`src/rtl/pipe_ctrl_pkg.sv`:
```
// rtl/pipe_ctrl_pkg.sv - shared types and constants for the pipeline controller
// Contents: data-memory state encoding, stage bit positions in the enable
// vector, counter widths used by the controller and its memory FSM.
package pipe_ctrl_pkg;

    typedef enum logic [1:0] {
        MEM_RD   = 2'd0,
        MEM_IND  = 2'd1,
        MEM_WR   = 2'd2,
        MEM_IDLE = 2'd3
    } mem_state_t;

    localparam int STG_UPDPC  = 0;
    localparam int STG_FETCH  = 1;
    localparam int STG_DECODE = 2;
    localparam int STG_EXEC   = 3;
    localparam int STG_WB     = 4;

    // Wide enough for MEM_WAIT_MAX up to 255 and FLUSH_CYCLES up to 7.
    localparam int WAIT_CW  = 8;
    localparam int FLUSH_CW = 3;

endpackage

```
`src/rtl/pipe_ctrl_unit_if.sv`:
```
// rtl/pipe_ctrl_unit_if.sv - datapath status / control_out bus of the pipeline controller
// master: datapath side, drives status (src_*, ex_*, wb_*, mem_req/write/indirect/ack, br_req)
//         and observes control (enable, br_taken, bypass_*, mem_state, mem_timeout).
// slave:  controller side, the reverse directions.
interface pipe_ctrl_unit_if #(
    parameter int NUM_STAGES = 5,
    parameter int NUM_SRC    = 2,
    parameter int REG_AW     = 3
);
    logic [NUM_SRC-1:0]        src_valid;
    logic [NUM_SRC*REG_AW-1:0] src_addr;
    logic                      ex_wr_en;
    logic [REG_AW-1:0]         ex_dst;
    logic                      ex_is_load;
    logic                      wb_wr_en;
    logic [REG_AW-1:0]         wb_dst;
    logic                      mem_req;
    logic                      mem_write;
    logic                      mem_indirect;
    logic                      mem_ack;
    logic                      br_req;

    logic [NUM_STAGES-1:0]     enable;
    logic                      br_taken;
    logic [NUM_SRC-1:0]        bypass_alu;
    logic [NUM_SRC-1:0]        bypass_mem;
    logic [1:0]                mem_state;
    logic                      mem_timeout;

    modport master (
        output src_valid, src_addr, ex_wr_en, ex_dst, ex_is_load, wb_wr_en, wb_dst,
               mem_req, mem_write, mem_indirect, mem_ack, br_req,
        input  enable, br_taken, bypass_alu, bypass_mem, mem_state, mem_timeout
    );

    modport slave (
        input  src_valid, src_addr, ex_wr_en, ex_dst, ex_is_load, wb_wr_en, wb_dst,
               mem_req, mem_write, mem_indirect, mem_ack, br_req,
        output enable, br_taken, bypass_alu, bypass_mem, mem_state, mem_timeout
    );
endinterface

```
`src/rtl/pipe_ctrl_mem_fsm.sv`:
```
// rtl/pipe_ctrl_mem_fsm.sv - data-memory access FSM with wait counter and sticky timeout
// Ports: clock, reset (async active-low), issue (accepted mem_req from idle),
//        mem_indirect/mem_write (op kind), mem_ack (access done),
//        mem_state (registered state), mem_timeout (sticky until reset).
module pipe_ctrl_mem_fsm
    import pipe_ctrl_pkg::*;
#(
    parameter int MEM_WAIT_MAX = 15
) (
    input  logic       clock,
    input  logic       reset,
    input  logic       issue,
    input  logic       mem_indirect,
    input  logic       mem_write,
    input  logic       mem_ack,
    output mem_state_t mem_state,
    output logic       mem_timeout
);

    localparam logic [WAIT_CW-1:0] WAIT_LAST = WAIT_CW'(MEM_WAIT_MAX - 1);

    logic [WAIT_CW-1:0] wait_cnt;

    always_ff @(posedge clock or negedge reset) begin
        if (!reset) begin
            mem_state   <= MEM_IDLE;
            wait_cnt    <= '0;
            mem_timeout <= 1'b0;
        end else begin
            case (mem_state)
                MEM_IDLE: begin
                    if (issue) begin
                        wait_cnt <= '0;
                        if (mem_indirect)   mem_state <= MEM_IND;
                        else if (mem_write) mem_state <= MEM_WR;
                        else                mem_state <= MEM_RD;
                    end
                end
                default: begin
                    // Ack is tested before the limit so a late ack is never a timeout.
                    if (mem_ack) begin
                        wait_cnt <= '0;
                        if (mem_state == MEM_IND) mem_state <= mem_write ? MEM_WR : MEM_RD;
                        else                      mem_state <= MEM_IDLE;
                    end else if (wait_cnt == WAIT_LAST) begin
                        wait_cnt    <= '0;
                        mem_state   <= MEM_IDLE;
                        mem_timeout <= 1'b1;
                    end else begin
                        wait_cnt <= wait_cnt + 1'b1;
                    end
                end
            endcase
        end
    end

endmodule

```
`src/rtl/pipe_ctrl_unit.sv`:
```
// rtl/pipe_ctrl_unit.sv - pipeline controller: stage enables, branch flush, bypass selects
// Ports: clock, reset (async active-low), bus (pipe_ctrl_unit_if.slave carrying
//        datapath status in and enable/br_taken/bypass_*/mem_state/mem_timeout out).
module pipe_ctrl_unit
    import pipe_ctrl_pkg::*;
#(
    parameter int NUM_STAGES   = 5,
    parameter int NUM_SRC      = 2,
    parameter int REG_AW       = 3,
    parameter int FLUSH_CYCLES = 2,
    parameter int MEM_WAIT_MAX = 15
) (
    input  logic              clock,
    input  logic              reset,
    pipe_ctrl_unit_if.slave   bus
);

    mem_state_t            mem_state;
    logic                  mem_timeout;
    logic [FLUSH_CW-1:0]   flush_cnt;
    logic                  br_taken;

    logic                  mem_busy;
    logic                  flush_active;
    logic                  load_use;
    logic                  br_accept;
    logic                  mem_issue;
    logic [NUM_SRC-1:0]    ex_hit;
    logic [NUM_SRC-1:0]    wb_hit;
    logic [NUM_SRC-1:0]    alu_sel;
    logic [NUM_SRC-1:0]    mem_sel;
    logic [NUM_STAGES-1:0] en;

    assign mem_busy     = (mem_state != MEM_IDLE);
    assign flush_active = (flush_cnt != '0);

    // Per-operand address matches against both producers.
    always_comb begin
        ex_hit = '0;
        wb_hit = '0;
        for (int i = 0; i < NUM_SRC; i++) begin
            ex_hit[i] = bus.src_valid[i] && (bus.src_addr[i*REG_AW +: REG_AW] == bus.ex_dst);
            wb_hit[i] = bus.src_valid[i] && (bus.src_addr[i*REG_AW +: REG_AW] == bus.wb_dst);
        end
    end

    assign load_use = bus.ex_is_load && bus.ex_wr_en && (|ex_hit);

    // Stages above writeback share its enable since they sit downstream of it.
    always_comb begin
        en = '1;
        if (mem_busy) begin
            en = '0;
        end else if (load_use) begin
            en[STG_EXEC:STG_UPDPC] = '0;
        end else if (flush_active) begin
            en[STG_DECODE] = 1'b0;
            en[STG_EXEC]   = 1'b0;
        end
    end

    // Execute result wins over writeback; a load in execute has no result yet.
    assign alu_sel = {NUM_SRC{bus.ex_wr_en && !bus.ex_is_load}} & ex_hit;
    assign mem_sel = {NUM_SRC{bus.wb_wr_en}} & wb_hit & ~alu_sel;

    // A branch arriving while a flush is already running restarts the window,
    // even though execute is bubbled; memory wait and load-use still block it.
    assign br_accept = bus.br_req &&
                       (en[STG_EXEC] || (flush_active && !mem_busy && !load_use));
    assign mem_issue = bus.mem_req && en[STG_EXEC];

    always_ff @(posedge clock or negedge reset) begin
        if (!reset) begin
            flush_cnt <= '0;
            br_taken  <= 1'b0;
        end else begin
            br_taken <= br_accept;
            if (br_accept)         flush_cnt <= FLUSH_CW'(FLUSH_CYCLES);
            else if (flush_active) flush_cnt <= flush_cnt - 1'b1;
        end
    end

    pipe_ctrl_mem_fsm #(
        .MEM_WAIT_MAX (MEM_WAIT_MAX)
    ) u_mem_fsm (
        .clock        (clock),
        .reset        (reset),
        .issue        (mem_issue),
        .mem_indirect (bus.mem_indirect),
        .mem_write    (bus.mem_write),
        .mem_ack      (bus.mem_ack),
        .mem_state    (mem_state),
        .mem_timeout  (mem_timeout)
    );

    assign bus.enable      = en;
    assign bus.br_taken    = br_taken;
    assign bus.bypass_alu  = (flush_active || mem_busy) ? '0 : alu_sel;
    assign bus.bypass_mem  = (flush_active || mem_busy) ? '0 : mem_sel;
    assign bus.mem_state   = mem_state;
    assign bus.mem_timeout = mem_timeout;

endmodule

```
`src/flat_wrapper.sv`:
```
// flat-port wrapper written by rule: the top's interface ports become plain ports
module pipe_ctrl_unit_flat import pipe_ctrl_pkg::*;
#(
    parameter int NUM_STAGES   = 5,
    parameter int NUM_SRC      = 2,
    parameter int REG_AW       = 3,
    parameter int FLUSH_CYCLES = 2,
    parameter int MEM_WAIT_MAX = 15
)
  (clock, reset, bus_src_valid, bus_src_addr, bus_ex_wr_en, bus_ex_dst, bus_ex_is_load, bus_wb_wr_en, bus_wb_dst, bus_mem_req, bus_mem_write, bus_mem_indirect, bus_mem_ack, bus_br_req, bus_enable, bus_br_taken, bus_bypass_alu, bus_bypass_mem, bus_mem_state, bus_mem_timeout);
  pipe_ctrl_unit_if #(.NUM_STAGES(NUM_STAGES), .NUM_SRC(NUM_SRC), .REG_AW(REG_AW)) bus_i ();
  input  logic clock;
  input  logic reset;
  input wire logic [$bits(bus_i.src_valid)-1:0] bus_src_valid;
  input wire logic [$bits(bus_i.src_addr)-1:0] bus_src_addr;
  input wire logic [$bits(bus_i.ex_wr_en)-1:0] bus_ex_wr_en;
  input wire logic [$bits(bus_i.ex_dst)-1:0] bus_ex_dst;
  input wire logic [$bits(bus_i.ex_is_load)-1:0] bus_ex_is_load;
  input wire logic [$bits(bus_i.wb_wr_en)-1:0] bus_wb_wr_en;
  input wire logic [$bits(bus_i.wb_dst)-1:0] bus_wb_dst;
  input wire logic [$bits(bus_i.mem_req)-1:0] bus_mem_req;
  input wire logic [$bits(bus_i.mem_write)-1:0] bus_mem_write;
  input wire logic [$bits(bus_i.mem_indirect)-1:0] bus_mem_indirect;
  input wire logic [$bits(bus_i.mem_ack)-1:0] bus_mem_ack;
  input wire logic [$bits(bus_i.br_req)-1:0] bus_br_req;
  output wire logic [$bits(bus_i.enable)-1:0] bus_enable;
  output wire logic [$bits(bus_i.br_taken)-1:0] bus_br_taken;
  output wire logic [$bits(bus_i.bypass_alu)-1:0] bus_bypass_alu;
  output wire logic [$bits(bus_i.bypass_mem)-1:0] bus_bypass_mem;
  output wire logic [$bits(bus_i.mem_state)-1:0] bus_mem_state;
  output wire logic [$bits(bus_i.mem_timeout)-1:0] bus_mem_timeout;
  assign bus_i.src_valid = bus_src_valid;
  assign bus_i.src_addr = bus_src_addr;
  assign bus_i.ex_wr_en = bus_ex_wr_en;
  assign bus_i.ex_dst = bus_ex_dst;
  assign bus_i.ex_is_load = bus_ex_is_load;
  assign bus_i.wb_wr_en = bus_wb_wr_en;
  assign bus_i.wb_dst = bus_wb_dst;
  assign bus_i.mem_req = bus_mem_req;
  assign bus_i.mem_write = bus_mem_write;
  assign bus_i.mem_indirect = bus_mem_indirect;
  assign bus_i.mem_ack = bus_mem_ack;
  assign bus_i.br_req = bus_br_req;
  assign bus_enable = bus_i.enable;
  assign bus_br_taken = bus_i.br_taken;
  assign bus_bypass_alu = bus_i.bypass_alu;
  assign bus_bypass_mem = bus_i.bypass_mem;
  assign bus_mem_state = bus_i.mem_state;
  assign bus_mem_timeout = bus_i.mem_timeout;
  pipe_ctrl_unit #(.NUM_STAGES(NUM_STAGES), .NUM_SRC(NUM_SRC), .REG_AW(REG_AW), .FLUSH_CYCLES(FLUSH_CYCLES), .MEM_WAIT_MAX(MEM_WAIT_MAX)) u_core (.clock(clock), .reset(reset), .bus(bus_i));
endmodule
```
`config.mk`:
```
export PLATFORM = sky130hd
export DESIGN_NAME = pipe_ctrl_unit_flat
export DESIGN_NICKNAME = d
export VERILOG_FILES = /design/src/rtl/pipe_ctrl_pkg.sv /design/src/rtl/pipe_ctrl_unit_if.sv /design/src/rtl/pipe_ctrl_mem_fsm.sv /design/src/rtl/pipe_ctrl_unit.sv /design/src/flat_wrapper.sv
export SDC_FILE = /design/constraint.sdc
export NUM_CORES = 1
export LEC_CHECK = 0
export CELL_PAD_IN_SITES_DETAIL_PLACEMENT = 1
export CELL_PAD_IN_SITES_GLOBAL_PLACEMENT = 1
export CORE_MARGIN = 2
export CORE_UTILIZATION = 34
export DETAILED_ROUTE_END_ITERATION = 12
export PLACE_DENSITY_LB_ADDON = 0.1
export SYNTH_ARGS = -nofsm -noshare
export SYNTH_HDL_FRONTEND = slang
export SYNTH_SLANG_ARGS = --single-unit
```
`constraint.sdc`:
```
create_clock -name clock -period 5.8 [get_ports clock]
set_clock_uncertainty 0.2 [all_clocks]
set_input_delay 0.87 -clock clock [delete_from_list [all_inputs] [get_ports clock]]
set_output_delay 0.87 -clock clock [all_outputs]
set_load 0.01 [all_outputs]
```
After elaboration in Yosys (flattened, before gate mapping)

Cells that the tools add are included.

Bits in registers: 15
Output and inout port bits: 13

$add $sub $neg: 2
Eq/ne operators: 9
Mux-type cells: 20
Bitwise operators: 6
Reductions and logical operators: 22

Operators with widths:

| cell                                                                     | count |
|---|---|
| 8-bit 2-to-1 mux                                                         | 4 |
| 2-bit 2-to-1 mux                                                         | 12 |
| 3-bit == test                                                            | 4 |
| 1-bit logical AND                                                        | 11 |
| 8-bit by 1-bit adder with 8-bit output (second input constant)           | 1 |
| 8-bit by 4-bit == test with 1-bit output (second input constant)         | 1 |
| 2-bit AND                                                                | 3 |
| 3-bit 2-to-1 mux                                                         | 2 |
| 3-bit nonzero test                                                       | 2 |
| 4-bit 2-to-1 mux                                                         | 1 |
| 1-bit logical NOT                                                        | 3 |
| 3-bit AND reduction                                                      | 1 |
| 3-bit by 1-bit subtractor with 3-bit output (second input constant)      | 1 |
| 2-bit by 1-bit == test with 1-bit output (second input constant)         | 1 |
| 2-bit == test (second input constant)                                    | 1 |
| 1-bit logical OR                                                         | 2 |
| 2-bit by 1-bit inequality test with 1-bit output (second input constant) | 1 |
| 2-bit inequality test (second input constant)                            | 1 |
| 1-bit inverter                                                           | 2 |
| 2-bit inverter                                                           | 1 |
| 2-bit AND reduction                                                      | 1 |
| 2-bit nonzero test                                                       | 1 |
| 2-bit OR reduction                                                       | 1 |
| 1-bit 2-to-1 mux                                                         | 1 |

Logic depth before layout (Yosys ltp)

Depth in word-level cells: 9
Gate-level depth with buffers: 8

Cells and area by module

Synthesis repeated with hierarchy kept, for this count alone.

Cell total of the unflattened synthesis: 117
Area, all modules: 1,058.5 sq um

Modules (own cells, without submodules):

| module            | times used | cells each | area each (sq um) |
|---|---|---|---|
| pipe_ctrl_mem_fsm | 1          | 63         | 606.8 |
| pipe_ctrl_unit    | 1          | 54         | 451.7 |

Worst setup path after synthesis

OpenSTA, ideal clock, no wires.

Path type: input to output
Start: in bus_ex_dst[1]
End: out bus_enable[3]
Arrival: 1.712 ns
Data required time: 4.730 ns
Setup slack: 3.018 ns
Stages on the path: 5
Buffers on the path: 1
Cell sequence: xnor2_1 > nand4_1 > a21oi_1 > nor2b_1 > buf_4

Cells in the longest elaborated chain, start to end: 6
Elaborated cells between the ends (all ways): 8
Classes of those cells: eq/ne (2); mux (2); reduce/logical (4)

Ends and longest elaborated chain:

| item                   | RTL line             | text |
|---|---|---|
| start: declaration     | flat_wrapper.sv:17   | `input wire logic [$bits(bus_i.ex_dst)-1:0] bus_ex_dst;` |
| 3-bit == test          | pipe_ctrl_unit.sv:42 | `ex_hit[i] = bus.src_valid[i] && (bus.src_addr[i*REG_AW +: REG_AW] == bus.ex_dst);` |
| 1-bit logical AND      | pipe_ctrl_unit.sv:42 |  |
| 2-bit OR reduction (*) | pipe_ctrl_unit.sv:47 | `assign load_use = bus.ex_is_load && bus.ex_wr_en && (\|ex_hit);` |
| 1-bit logical AND (*)  | pipe_ctrl_unit.sv:47 |  |
| 2-bit 2-to-1 mux (*)   | pipe_ctrl_unit.sv:54 | `end else if (load_use) begin` |
| 4-bit 2-to-1 mux (*)   | pipe_ctrl_unit.sv:52 | `if (mem_busy) begin` |
| end: declaration       | flat_wrapper.sv:26   | `output wire logic [$bits(bus_i.enable)-1:0] bus_enable;` |

Every way passes the cells marked *; elsewhere a longest branch is shown, timed or not.

Worst setup path in the final report

Same ends and word-level chain as after synthesis.

==> results list <==
- The run finished with clean final reports.
- Register area: 378 sq um
- Unrepaired setup endpoints after global routing: no
- After detailed routing, the number of remaining DRC violations is 0.
- Dividing the final minimum period by the clock period gives 0.644.
* CP cell instances: clkdlybuf4s50_1 -> xnor2_1 -> nand4_1 -> a21oi_1 -> nor2b_1 -> clkdlybuf4s50_1
- For this design, the slowest cell found on the critical path is clkdlybuf4s50_1.
- For this run the aggregate overflow at the end of global routing stands at 0.
- Buffers & Inverters on Critical Path: 2
* Total number of nets in the final design: 187
* Die outline height: 59.5 um
- Power spread over the standard cell area amounts to 316 mW/mm^2.
- Compared with the post-synthesis result, the final layout area differs by 38.5%.
- The number of nets in the synthesized netlist is 149.
* Number of buffers inserted by port buffering: 36
- Routability-driven placement finished with a final weighted congestion of 0.762.
- Clock sink count: 15
- Clock tree synthesis inserted a total of 3 buffers.
- In the final layout, the share of cells above drive strength 1 is 0.0633.
- STA classifies the critical path startpoint as an input port.
- Wire per inst: approximately 14 um
- Peak-usage layer in the global routing report: met2
* Syn Inst Count: about 120
* Relative max-transition margin: 0.521
- During synthesis, Yosys emitted a total of 0 warnings.
- Once routing completed, OpenROAD measured the worst setup slack at 2.06 ns.
- Area inside the core boundary: 0.00298 sq mm
- Kind of end point of the critical path: output port
- Counting flops with a built-in enable in the synthesized netlist gives 0.
- Commonest cells in the netlist: 13 x dfrtp_1, 13 x xnor2_1, 12 x inv_1, 12 x nor2_1, 9 x nand2_1
- Post-CTS repair changed the size of 0 cells.
- In the final timing run, aggregate negative setup slack is 0 ns.
- The number of global-route vias before repair was 1037.
- The critical path in this run is classified as in -> out.
- After detailed routing, the number of vias per cell comes to roughly 5.3.
* Diode count: 0
- Met3 Track Usage GR: 0.0328
- Clock latency on the worst-skew pair: 0.29 ns
* Post-synth ARST share: 1.00
- Number of core rows: 20
- STA puts the critical path data required time at 4.73 ns.
- For this configuration, the core starts out at a cell density of 0.351.
- Summing internal, switching and leakage power gives 0.458 mW.
- Internal power comes to 0.275 mW.
- Transition time of the tightest slew-check pin: approximately 0.72 ns
* Die Outline Area: ~0.0035 sq mm
* Number of antenna violations at the first check in global routing: 0
- The tree is rooted in a clkbuf_4.
* Filler cell count: 360
- In this run the horizontal extent of the chip is 59.5 um.
- For this run, the register share of the synthesized area comes to 0.361.
- For this run, the share of the core covered by cells in the final layout is 0.487.
- Along the worst path, the maximum fanout reaches 4.
- The share of total power dissipated in sequential elements is 0.344.
- Entering global routing, the biggest net connects 16 pins.
- Counting along the longest clock path gives a buffer depth of 2.
- Worst slack, placed: slightly above 2 ns
- Of the total power, the share spent switching nets is 0.399.
- Router iterations before antenna repair: 4
- The cell that appears most often on the critical path is clkdlybuf4s50_1.
* Final setup violation count: 0
- Detailed placement finished with a half-perimeter wire length of roughly 2200 um.
- Htree depth: 1
- The synthesized design spends more area on one cell type than any other, namely dfrtp_1.
* Violation count after the first detailed-routing iteration: 30
- In this run the worst setup path begins at bus_ex_dst[1].
- I/O pin count: 37
- Wires add up to 2670 um.
* Grt met2 use: 0.265
- The number of different library cells used by synthesis comes to 33.
* Total count of hold-check failures in the final report: 0
* Final count of pins violating max slew: 0
* Mean area per synthesized cell: between 8 and 9 sq um
* Critical path data arrival time: 2.67 ns
* Max incr delay on CP: approximately 0.52 ns
- Beginning of the worst register-to-register path: u_core.u_mem_fsm.wait_cnt[0]$_DFFE_PN0P_
- The startpoint identified for the worst hold timing path is u_core.u_mem_fsm.mem_timeout$_DFFE_PN0P_.
- Global-route wire length before repair: roughly 4400 um
- Worst-path clk slew: 0.09 ns
- Post-CTS timing repair inserted 0 buffers for setup.
* Period minus WS final: between 3 and 4 ns
- Number of routed nets with antenna violations: 0
* Sw power: 0.183 mW
* Synth Cell Area: 0.00105 sq mm
* Fraction of power consumed by combinational cells: 0.520
- Number of max-cap violations: 0
- Top post-synthesis cells by area: dfrtp_1 31%, xnor2_1 11%, dfstp_2 5.0%, ha_1 4.8%, inv_1 4.3%
* Total area of multi-input combinational cells: 597 sq um
- Derived from the worst setup path, the maximum achievable clock frequency is 0.268 GHz.
- LEAKAGE: 0.559 nW
- Area share of the largest cell type after synthesis: 0.311
- In the global route stage, overall resource usage came out at 0.166.
- VDD sags by at most between 0.1 and 0.15 mV.
* Cts hold-fix bufs: 0
- Clock tree from TritonCTS: built
- The tightest min-delay check is of the reg -> reg type.
- Post-synthesis register bit count: 15
- The final route contains 1009 vias.
* Power share of the clock group: 0.137
- Met1 Track Usage GR: 0.218
- Grouping stages by cell kind, the critical path spends the most delay in buffers and inverters.
* Dominant register cell in the synthesized netlist: dfrtp_1
[flip-flops by register name (all words and copies together), names as in the netlist]
register	cells
u_core.bus.br_taken	1
u_core.flush_cnt	3
u_core.u_mem_fsm.mem_timeout	1
u_core.u_mem_fsm.mem_state	2
u_core.u_mem_fsm.wait_cnt	8
[cell families (layout without fill, tap and decap cells)]
logic type,after synthesis,count (layout),share of synthesized area
xor gates and xnor gates,13,13,0.109
AOI/OAI and AO/OA,25,25,0.159
and+or+nand+nor,48,48,0.245
muxes,1,1,0.00957
adders and majority gates,4,4,0.0478
DFF,15,15,0.361
buffers and inverters,15,52,0.0682
[per-stage QoR]
step	hold WS, ns	area, sq um	cells
floorplan	0.259	1050	121
global placement	0.241	1420	187
detailed placement	0.248	1420	187
CTS	0.270	1450	191
global route	0.303	1450	191
finish	0.268	1450	191
[final timing paths]
kind | to | slack, ns | cells past startpoint
setup / recovery | bus_enable[3] | 2.06 | 6
hold / removal | u_core.u_mem_fsm.mem_timeout$_DFFE_PN0P_ | 0.27 | 1
setup reg to reg | u_core.u_mem_fsm.wait_cnt[7]$_DFFE_PN0P_ | 3.32 | 7
hold reg to reg | u_core.u_mem_fsm.mem_timeout$_DFFE_PN0P_ | 0.27 | 1
max in group asynchronous | u_core.u_mem_fsm.wait_cnt[5]$_DFFE_PN0P_ | 4.15 | 1
min in group asynchronous | u_core.u_mem_fsm.wait_cnt[6]$_DFFE_PN0P_ | 0.80 | 1
[cells in the final DEF, fill, tap and decap left out, types with 3 or more instances in the layout]
cell type        instances
a21oi_1                  7
nor2_1                  12
o21ai_1                  5
dfrtp_1                 13
ha_1                     4
nand2_1                  9
clkbuf_4                 3
a31oi_1                  4
nand4_1                  5
clkdlybuf4s50_1         36
inv_1                   12
xnor2_1                 13
nor3_1                   6
[layout make-up]
cell class | count | area share
multi-input combinational | 91 | 0.412
sequential | 15 | 0.261
timing repair buffer | 36 | 0.249
inverter | 12 | 0.0311
tap | 33 | 0.0285
clock buffer | 3 | 0.0155
clock inverter | 1 | 0.00345
[power by group through the flow]
stage,Sequential (mW),Combinational [mW],Clock [mW]
floorplan,0.157,0.150,0
global placement,0.158,0.233,0
detailed placement,0.160,0.239,0
CTS,0.158,0.242,0.0650
global route,0.162,0.266,0.0714
finish,0.157,0.238,0.0626
[worst reg2reg max path, stage by stage (launching register included)]
cell	delay, ns
dfrtp_1	0.43
inv_1	0.09
ha_1	0.15
or4b_4	0.48
o31ai_4	0.54
o21ba_1	0.23
a21oi_1	0.12
o21ai_0	0.10
[routing by layer]
metal  wire length (um)  vias to the layer above
met5                  0                        -
met4                 43                        0
met3                 85                        4
met2               1270                       25
met1               1270                      483
li1                   -                      497
(Power assumes the default switching activity.)
